### src/rtl/spi_pkg.sv
// -----------------------------------------------------------------------------
// spi_pkg
// Shared definitions for the SPI register-access master: FSM state encoding,
// frame bit positions and a helper that packs a command into a 16-bit frame.
// Frame layout (MSB first): [15] rw, [14:8] addr, [7:0] data.
// -----------------------------------------------------------------------------
package spi_pkg;

    localparam int SPI_FRAME_BITS = 16;
    localparam int SPI_RW_BIT     = 15;
    localparam int SPI_ADDR_MSB   = 14;
    localparam int SPI_ADDR_LSB   = 8;
    localparam int SPI_ADDR_W     = SPI_ADDR_MSB - SPI_ADDR_LSB + 1;
    localparam int SPI_DATA_W     = SPI_ADDR_LSB;

    typedef enum logic [2:0] {
        ST_IDLE,
        ST_SETUP,
        ST_SHIFT,
        ST_HOLD,
        ST_DONE
    } spi_state_e;

    function automatic logic [SPI_FRAME_BITS-1:0] spi_frame(
        input logic                  rw,
        input logic [SPI_ADDR_W-1:0] addr,
        input logic [SPI_DATA_W-1:0] wdata
    );
        logic [SPI_FRAME_BITS-1:0] f;
        f                            = '0;
        f[SPI_RW_BIT]                = rw;
        f[SPI_ADDR_MSB:SPI_ADDR_LSB] = addr;
        f[SPI_DATA_W-1:0]            = wdata;
        return f;
    endfunction

endpackage

### src/rtl/spi_master_if.sv
// -----------------------------------------------------------------------------
// spi_master_if
// Command/response handshake and SPI pin bundle for spi_master.
//  master modport (the SPI master itself):
//   in : cmd_valid, cmd_rw, cmd_addr[6:0], cmd_wdata[7:0], spi_miso
//   out: cmd_ready, rsp_valid, rsp_rdata[7:0], busy, spi_clk, spi_cs_n, spi_mosi
//  slave modport: the mirror image (command sequencer + SPI slave side).
// -----------------------------------------------------------------------------
interface spi_master_if;
    import spi_pkg::*;

    logic                  cmd_valid;
    logic                  cmd_ready;
    logic                  cmd_rw;
    logic [SPI_ADDR_W-1:0] cmd_addr;
    logic [SPI_DATA_W-1:0] cmd_wdata;
    logic                  rsp_valid;
    logic [SPI_DATA_W-1:0] rsp_rdata;
    logic                  busy;
    logic                  spi_clk;
    logic                  spi_cs_n;
    logic                  spi_mosi;
    logic                  spi_miso;

    modport master (
        input  cmd_valid, cmd_rw, cmd_addr, cmd_wdata, spi_miso,
        output cmd_ready, rsp_valid, rsp_rdata, busy, spi_clk, spi_cs_n, spi_mosi
    );

    modport slave (
        output cmd_valid, cmd_rw, cmd_addr, cmd_wdata, spi_miso,
        input  cmd_ready, rsp_valid, rsp_rdata, busy, spi_clk, spi_cs_n, spi_mosi
    );

endinterface

### src/rtl/spi_clk_gen.sv
// -----------------------------------------------------------------------------
// spi_clk_gen
// SPI clock generator: half-period down-counter that toggles spi_clk every
// CLK_DIV sys_clk cycles while enabled. Held low with a full count while
// disabled, so the first half-period after enable is always a full low phase.
//  clk_i        in   system clock
//  rst_i        in   synchronous reset, active-high
//  en_i         in   run the clock (SHIFT state)
//  spi_clk_o    out  SPI clock, idles low
//  rise_tick_o  out  spi_clk goes high at the next clk_i edge
//  fall_tick_o  out  spi_clk goes low at the next clk_i edge
// -----------------------------------------------------------------------------
module spi_clk_gen #(
    parameter int CLK_DIV = 4
) (
    input  logic clk_i,
    input  logic rst_i,
    input  logic en_i,
    output logic spi_clk_o,
    output logic rise_tick_o,
    output logic fall_tick_o
);
    localparam int CW = $clog2(CLK_DIV) + 1;

    logic [CW-1:0] cnt_q, cnt_d;
    logic          clk_q, clk_d;
    logic          edge_w;

    assign edge_w      = en_i && (cnt_q == '0);
    assign rise_tick_o = edge_w && !clk_q;
    assign fall_tick_o = edge_w && clk_q;
    assign spi_clk_o   = clk_q;

    always_comb begin
        cnt_d = CW'(CLK_DIV - 1);
        clk_d = 1'b0;
        if (en_i) begin
            clk_d = clk_q ^ edge_w;
            cnt_d = edge_w ? CW'(CLK_DIV - 1) : cnt_q - 1'b1;
        end
    end

    always_ff @(posedge clk_i) begin
        if (rst_i) begin
            cnt_q <= CW'(CLK_DIV - 1);
            clk_q <= 1'b0;
        end else begin
            cnt_q <= cnt_d;
            clk_q <= clk_d;
        end
    end

endmodule

### src/rtl/spi_master.sv
// -----------------------------------------------------------------------------
// spi_master
// Single-channel SPI mode-0 master turning register read/write commands into
// 16-bit frames {rw, addr[6:0], data[7:0]}, MSB first, one at a time.
//  sys_clk  in   system clock, rising edge
//  sys_rst  in   synchronous reset, active-high
//  bus      spi_master_if.master: command handshake, response, SPI pins
// Parameters: CLK_DIV (spi_clk half-period), CS_SETUP, CS_HOLD (sys_clk cycles).
// Build option SPI_MASTER_LOOPBACK_EN: receive path takes spi_mosi instead of
// the spi_miso pin (board self-test); timing is unchanged.
// -----------------------------------------------------------------------------
module spi_master
    import spi_pkg::*;
#(
    parameter int CLK_DIV  = 4,
    parameter int CS_SETUP = 2,
    parameter int CS_HOLD  = 2
) (
    input  logic          sys_clk,
    input  logic          sys_rst,
    spi_master_if.master  bus
);
    // One width wide enough for the setup/hold counter and the gap counter.
    localparam int CW = $clog2(CLK_DIV + CS_SETUP + CS_HOLD + 1);

    spi_state_e                state_q, state_d;
    logic [SPI_FRAME_BITS-1:0] tx_q, tx_d;
    logic [SPI_DATA_W-1:0]     rx_q, rx_d;
    logic [SPI_DATA_W-1:0]     rdata_q, rdata_d;
    logic [3:0]                bit_q, bit_d;
    logic [CW-1:0]             cnt_q, cnt_d;
    logic [CW-1:0]             gap_q, gap_d;
    logic                      cs_n_q, cs_n_d;
    logic                      accept_w, rise_w, fall_w, miso_w;

`ifdef SPI_MASTER_LOOPBACK_EN
    assign miso_w = tx_q[SPI_FRAME_BITS-1];
`else
    assign miso_w = bus.spi_miso;
`endif

    spi_clk_gen #(.CLK_DIV(CLK_DIV)) u_clk_gen (
        .clk_i       (sys_clk),
        .rst_i       (sys_rst),
        .en_i        (state_q == ST_SHIFT),
        .spi_clk_o   (bus.spi_clk),
        .rise_tick_o (rise_w),
        .fall_tick_o (fall_w)
    );

    assign bus.cmd_ready = (state_q == ST_IDLE) && (gap_q == '0);
    assign accept_w      = bus.cmd_valid && bus.cmd_ready;
    assign bus.rsp_valid = (state_q == ST_DONE);
    assign bus.rsp_rdata = rdata_q;
    assign bus.busy      = (state_q != ST_IDLE);
    assign bus.spi_cs_n  = cs_n_q;
    assign bus.spi_mosi  = tx_q[SPI_FRAME_BITS-1];

    always_comb begin
        state_d = state_q;
        tx_d    = tx_q;
        rx_d    = rx_q;
        rdata_d = rdata_q;
        bit_d   = bit_q;
        cnt_d   = cnt_q;
        gap_d   = gap_q;
        cs_n_d  = cs_n_q;

        // Only 8 bits kept: after 16 samples they hold the byte1 response.
        if (rise_w) rx_d = {rx_q[SPI_DATA_W-2:0], miso_w};

        unique case (state_q)
            ST_IDLE: begin
                if (gap_q != '0) gap_d = gap_q - 1'b1;
                if (accept_w) begin
                    tx_d    = spi_frame(bus.cmd_rw, bus.cmd_addr, bus.cmd_wdata);
                    bit_d   = '0;
                    cnt_d   = CW'(CS_SETUP - 1);
                    cs_n_d  = 1'b0;
                    state_d = ST_SETUP;
                end
            end
            ST_SETUP: begin
                if (cnt_q == '0) state_d = ST_SHIFT;
                else             cnt_d   = cnt_q - 1'b1;
            end
            ST_SHIFT: begin
                if (fall_w) begin
                    bit_d = bit_q + 1'b1;  // wraps 15 -> 0 on the last bit
                    if (bit_q == 4'(SPI_FRAME_BITS - 1)) begin
                        cnt_d   = CW'(CS_HOLD - 1);
                        state_d = ST_HOLD;
                    end else begin
                        // mosi is the tx MSB, so the last bit stays on the pin
                        tx_d = tx_q << 1;
                    end
                end
            end
            ST_HOLD: begin
                if (cnt_q == '0) begin
                    cs_n_d  = 1'b1;
                    rdata_d = rx_q;
                    state_d = ST_DONE;
                end else begin
                    cnt_d = cnt_q - 1'b1;
                end
            end
            ST_DONE: begin
                gap_d   = CW'(CLK_DIV);  // minimum cs_n-high time before next accept
                state_d = ST_IDLE;
            end
            default: state_d = ST_IDLE;
        endcase
    end

    always_ff @(posedge sys_clk) begin
        if (sys_rst) begin
            state_q <= ST_IDLE;
            tx_q    <= '0;
            rx_q    <= '0;
            rdata_q <= '0;
            bit_q   <= '0;
            cnt_q   <= '0;
            gap_q   <= CW'(CLK_DIV);
            cs_n_q  <= 1'b1;
        end else begin
            state_q <= state_d;
            tx_q    <= tx_d;
            rx_q    <= rx_d;
            rdata_q <= rdata_d;
            bit_q   <= bit_d;
            cnt_q   <= cnt_d;
            gap_q   <= gap_d;
            cs_n_q  <= cs_n_d;
        end
    end

endmodule

### src/flat_wrapper.sv
// flat-port wrapper written by rule: the top's interface ports become plain ports
module spi_master_flat import spi_pkg::*;
#(
    parameter int CLK_DIV  = 4,
    parameter int CS_SETUP = 2,
    parameter int CS_HOLD  = 2
)
  (sys_clk, sys_rst, bus_cmd_valid, bus_cmd_rw, bus_cmd_addr, bus_cmd_wdata, bus_spi_miso, bus_cmd_ready, bus_rsp_valid, bus_rsp_rdata, bus_busy, bus_spi_clk, bus_spi_cs_n, bus_spi_mosi);
  spi_master_if bus_i ();
  input  logic sys_clk;
  input  logic sys_rst;
  input wire logic [$bits(bus_i.cmd_valid)-1:0] bus_cmd_valid;
  input wire logic [$bits(bus_i.cmd_rw)-1:0] bus_cmd_rw;
  input wire logic [$bits(bus_i.cmd_addr)-1:0] bus_cmd_addr;
  input wire logic [$bits(bus_i.cmd_wdata)-1:0] bus_cmd_wdata;
  input wire logic [$bits(bus_i.spi_miso)-1:0] bus_spi_miso;
  output wire logic [$bits(bus_i.cmd_ready)-1:0] bus_cmd_ready;
  output wire logic [$bits(bus_i.rsp_valid)-1:0] bus_rsp_valid;
  output wire logic [$bits(bus_i.rsp_rdata)-1:0] bus_rsp_rdata;
  output wire logic [$bits(bus_i.busy)-1:0] bus_busy;
  output wire logic [$bits(bus_i.spi_clk)-1:0] bus_spi_clk;
  output wire logic [$bits(bus_i.spi_cs_n)-1:0] bus_spi_cs_n;
  output wire logic [$bits(bus_i.spi_mosi)-1:0] bus_spi_mosi;
  assign bus_i.cmd_valid = bus_cmd_valid;
  assign bus_i.cmd_rw = bus_cmd_rw;
  assign bus_i.cmd_addr = bus_cmd_addr;
  assign bus_i.cmd_wdata = bus_cmd_wdata;
  assign bus_i.spi_miso = bus_spi_miso;
  assign bus_cmd_ready = bus_i.cmd_ready;
  assign bus_rsp_valid = bus_i.rsp_valid;
  assign bus_rsp_rdata = bus_i.rsp_rdata;
  assign bus_busy = bus_i.busy;
  assign bus_spi_clk = bus_i.spi_clk;
  assign bus_spi_cs_n = bus_i.spi_cs_n;
  assign bus_spi_mosi = bus_i.spi_mosi;
  spi_master #(.CLK_DIV(CLK_DIV), .CS_SETUP(CS_SETUP), .CS_HOLD(CS_HOLD)) u_core (.sys_clk(sys_clk), .sys_rst(sys_rst), .bus(bus_i));
endmodule
### config.mk
export PLATFORM = sky130hd
export DESIGN_NAME = spi_master_flat
export DESIGN_NICKNAME = d
export VERILOG_FILES = /design/src/rtl/spi_pkg.sv /design/src/rtl/spi_master_if.sv /design/src/rtl/spi_clk_gen.sv /design/src/rtl/spi_master.sv /design/src/flat_wrapper.sv
export SDC_FILE = /design/constraint.sdc
export NUM_CORES = 1
export LEC_CHECK = 0
export ABC_CLOCK_PERIOD_IN_PS = 5000
export CAP_MARGIN = 0
export CORE_MARGIN = 5
export CORE_UTILIZATION = 30
export CTS_BUF_LIST = sky130_fd_sc_hd__clkbuf_2 sky130_fd_sc_hd__clkbuf_4 sky130_fd_sc_hd__clkbuf_8
export DETAILED_ROUTE_END_ITERATION = 10
export PLACE_DENSITY = 0.61
export REMOVE_ABC_BUFFERS = 1
export SETUP_SLACK_MARGIN = 0.2
export SLEW_MARGIN = 10
export SYNTH_ARGS = -nofsm -noshare
export SYNTH_HDL_FRONTEND = slang
export SYNTH_SLANG_ARGS = --single-unit
export TNS_END_PERCENT = 10
### constraint.sdc
create_clock -name sys_clk -period 5 [get_ports sys_clk]
set_input_delay 0.5 -clock sys_clk [delete_from_list [all_inputs] [get_ports sys_clk]]
set_output_delay 0.5 -clock sys_clk [all_outputs]
set_load 0.01 [all_outputs]
==> flow_summary.ini <==
[worst_hold_path]
min_from = u_core.u_clk_gen.cnt_q[0]
hold_depth = 1
hp-class = register to register
hold_end = u_core.u_clk_gen.cnt_q[0]

[setup_path]
critical_path_class = register to register
reg2reg_to = u_core.tx_q[6]
r2r_start = u_core.state_q[2]
cp-start-kind = register
reg2reg_setup_slack_ns = 2.40
rr_worst_depth = 7
cp.required_ns = 5.22
arrival_ns = 2.83
path_max_fanout = 17
critPathCaptureType = register

[place]
numPortBuffers = 33
gp_congestion = 0.7357
placed_cell_area_um2 = 2829
dp_hpwl_um = 3490

[global_routing]
grt_pass1_wl_um = 8769
grt_pass1_vias = 1874
grt.total_usage_pct = 10.50
grt_max_degree = 49
grt_overflow_total = 0
antenna_found_initial = 0

[finish]
seqCellArea_um2 = 1041
fin_util_pct = 36.27
areaGrowthSynthToFinish_pct = 19.57
finalNetCount = 319
multi_input_area_um2 = 1274
antenna-diode-count = 0
design_area_um2 = 2950
num-fill-cells = 840
drive_above_1_share_pct = 6.507

[sta]
finalHoldViolCount = 0
finalSetupTns_ns = 0
max_freq_ghz = 0.3845
slew_violations = 0
post-route-period-util_pct = 52.02
slew_headroom_pct = 50.13
rsz0062_at_grt = no
finalCriticalPeriod_ns = 2.601
setup_viol = 0
fin_skew_ns = 0.009684
max_slew.worst_pin.slew_ns = 0.7480

[synth]
synth-warning-count = 0
synth-edff-count = 0
netlist_instances = 270
synth_cell_types = 48
synth_top_area_share_pct = 42.19
ys_seq_area_share_pct = 42.19
synth.area.top_cells = dfxtp_1 42%, mux2i_1 7.3%, or4_1 5.5%
async_flop_share_pct = 0
synth_area_um2 = 2467
ys_ff_latch = 52
synth_area_per_cell_um2 = 9.138
synth-main-ff-cell = dfxtp_1
synth_top_area_cell = dfxtp_1

[detailed_routing]
drc_errors = 0
viasPerCell = 5.186
vias = 2059
wire_per_inst_um = 13.40
wl_um = 5321
first_pass_iters = 4
initialDrtViolationCount = 94
drtAntennaViolNets = 0

[floorplan]
dieArea_um2 = 10140
io_pins = 34
rows = 33
dieHeight_um = 100.7
core-area_um2 = 8134
die_w_um = 100.7
start_util_pct = 30.33

[clock_tree]
cts.repair.resized = 0
holdBufCountCts = 0
cts.sinks = 52
post_cts_buffers = 0
clkLatencyLatePin_ns = 0.31
cts_buffers = 5
cts_tree = built
clock_path_buffers = 2
cts.root.buffer_cell = clkbuf_8
h-tree-depth = 2
path_clk_slew_ns = 0.10

[pwr]
peakVddDrop_mv = 0.1228
power_per_cell_area_nw_per_um2 = 422.7
p_leak_nw = 1.050

[job]
drv_cap = 0

[status]
status = finished, final reports clean
[critical path: stages (launching register included)]
cell      delay (ns)
dfxtp_1         0.43
nor2_1          0.41
and3_1          0.26
ha_1            0.16
inv_1           0.22
a21oi_2         0.64
a21oi_1         0.15
a211oi_1        0.25
[cell usage after synthesis (2+ instances only)]
master,count
nor2b_1,2
or4_1,18
o31ai_1,2
buf_6,3
and2_1,2
nand4_1,2
nand3b_1,4
nand2_1,4
o21ai_0,8
mux2i_1,18
a211oi_1,17
a21boi_1,2
buf_2,4
ha_1,8
nand3_1,5
a21oi_1,22
a31oi_1,6
nor3_1,9
inv_1,12
nor2_1,20
or3_1,3
and3_1,2
buf_1,3
dfxtp_1,52
o21ai_1,10
clkbuf_1,8
nor3b_1,2
nor4b_1,2
[power by group]
group	total, mW	internal, mW	switching [mW]
clock	0.306	0.164	0.142
sequential	0.546	0.491	0.0551
combinational	0.395	0.175	0.220
[per-layer routing]
metal	up-vias	share of wire, %	GRT usage [%]	wire, um
li1	1043	-	-	-
met1	961	47	14.39	2484
met2	47	46	16.05	2438
met3	8	6.7	3.114	356
met4	0	0.77	2.798	41
met5	-	0	0	0
[cell usage in the layout, fill, tap and decap left out, types with 2 or more instances in the layout]
cell and count:
o21ai_0 8, or3_1 3, nand4_1 2, nor3b_1 2
nor2_1 20, nor4b_1 2, nand2_1 4, a21boi_1 2
nor3_1 9, inv_1 12, o31ai_1 2, a31oi_1 6
nand3b_1 4, clkdlybuf4s50_1 33, a21oi_1 22, mux2i_1 18
and2_1 2, dfxtp_1 52, nand3_1 5, and3_1 2
a211oi_1 17, or4_1 18, clkbuf_8 6, ha_1 8
nor2b_1 2, o21ai_1 10
[logic make-up after synthesis]
logic type | synth area share (%)
buffers and inverters | 6.186
AOI/OAI and AO/OA | 18.86
DFF | 42.19
muxes | 7.758
and+or+nand+nor | 20.59
adders and majority gates | 4.057
xor gates and xnor gates | 0.3550
[per-stage QoR]
stage | total power, mW | cells | worst slack (ns) | hold slack (ns)
floorplan | 0.8302 | 250 | 2.993 | 0.3579
global route | 1.331 | 397 | 2.099 | 0.4240
detailed placement | 0.9494 | 389 | 2.352 | 0.3718
CTS | 1.258 | 397 | 2.432 | 0.3933
finish | 1.247 | 397 | 2.399 | 0.3896
global placement | 0.9393 | 389 | 2.413 | 0.3664
[cell type report]
class                   instances  share of cell area [%]
flip-flops and latches         52                   35.28
multi-input cells             186                   43.17
inverters                      12                   1.527
clock buffers                   6                   2.799
well taps                     105                   4.453
clock inverters                 2                   1.315
repair buffers                 34                   11.45
[flip-flops by register name, summed over array words and instances (netlist names)]
| register | cells |
|---|---|
| u_core.tx_q | 16 |
| u_core.bus.rsp_rdata | 8 |
| u_core.bit_q | 4 |
| u_core.u_clk_gen.spi_clk_o | 1 |
| u_core.cnt_q | 4 |
| u_core.gap_q | 4 |
| u_core.bus.spi_cs_n | 1 |
| u_core.u_clk_gen.cnt_q | 3 |
| u_core.rx_q | 8 |
| u_core.state_q | 3 |
[worst max-delay path by stage]
stage          depth (start not counted)              start              end
3_5_place_dp                           5      bus_cmd_valid   u_core.tx_q[7]
5_1_grt                                7  u_core.state_q[2]  u_core.tx_q[10]
4_1_cts                                5    u_core.gap_q[0]    bus_cmd_ready
3_3_place_gp                           5      bus_cmd_valid   u_core.tx_q[5]
2_1_floorplan                          7  u_core.state_q[2]  u_core.bit_q[3]
6_report                               7  u_core.state_q[2]   u_core.tx_q[6]
Power figures use the tool's default switching activity.
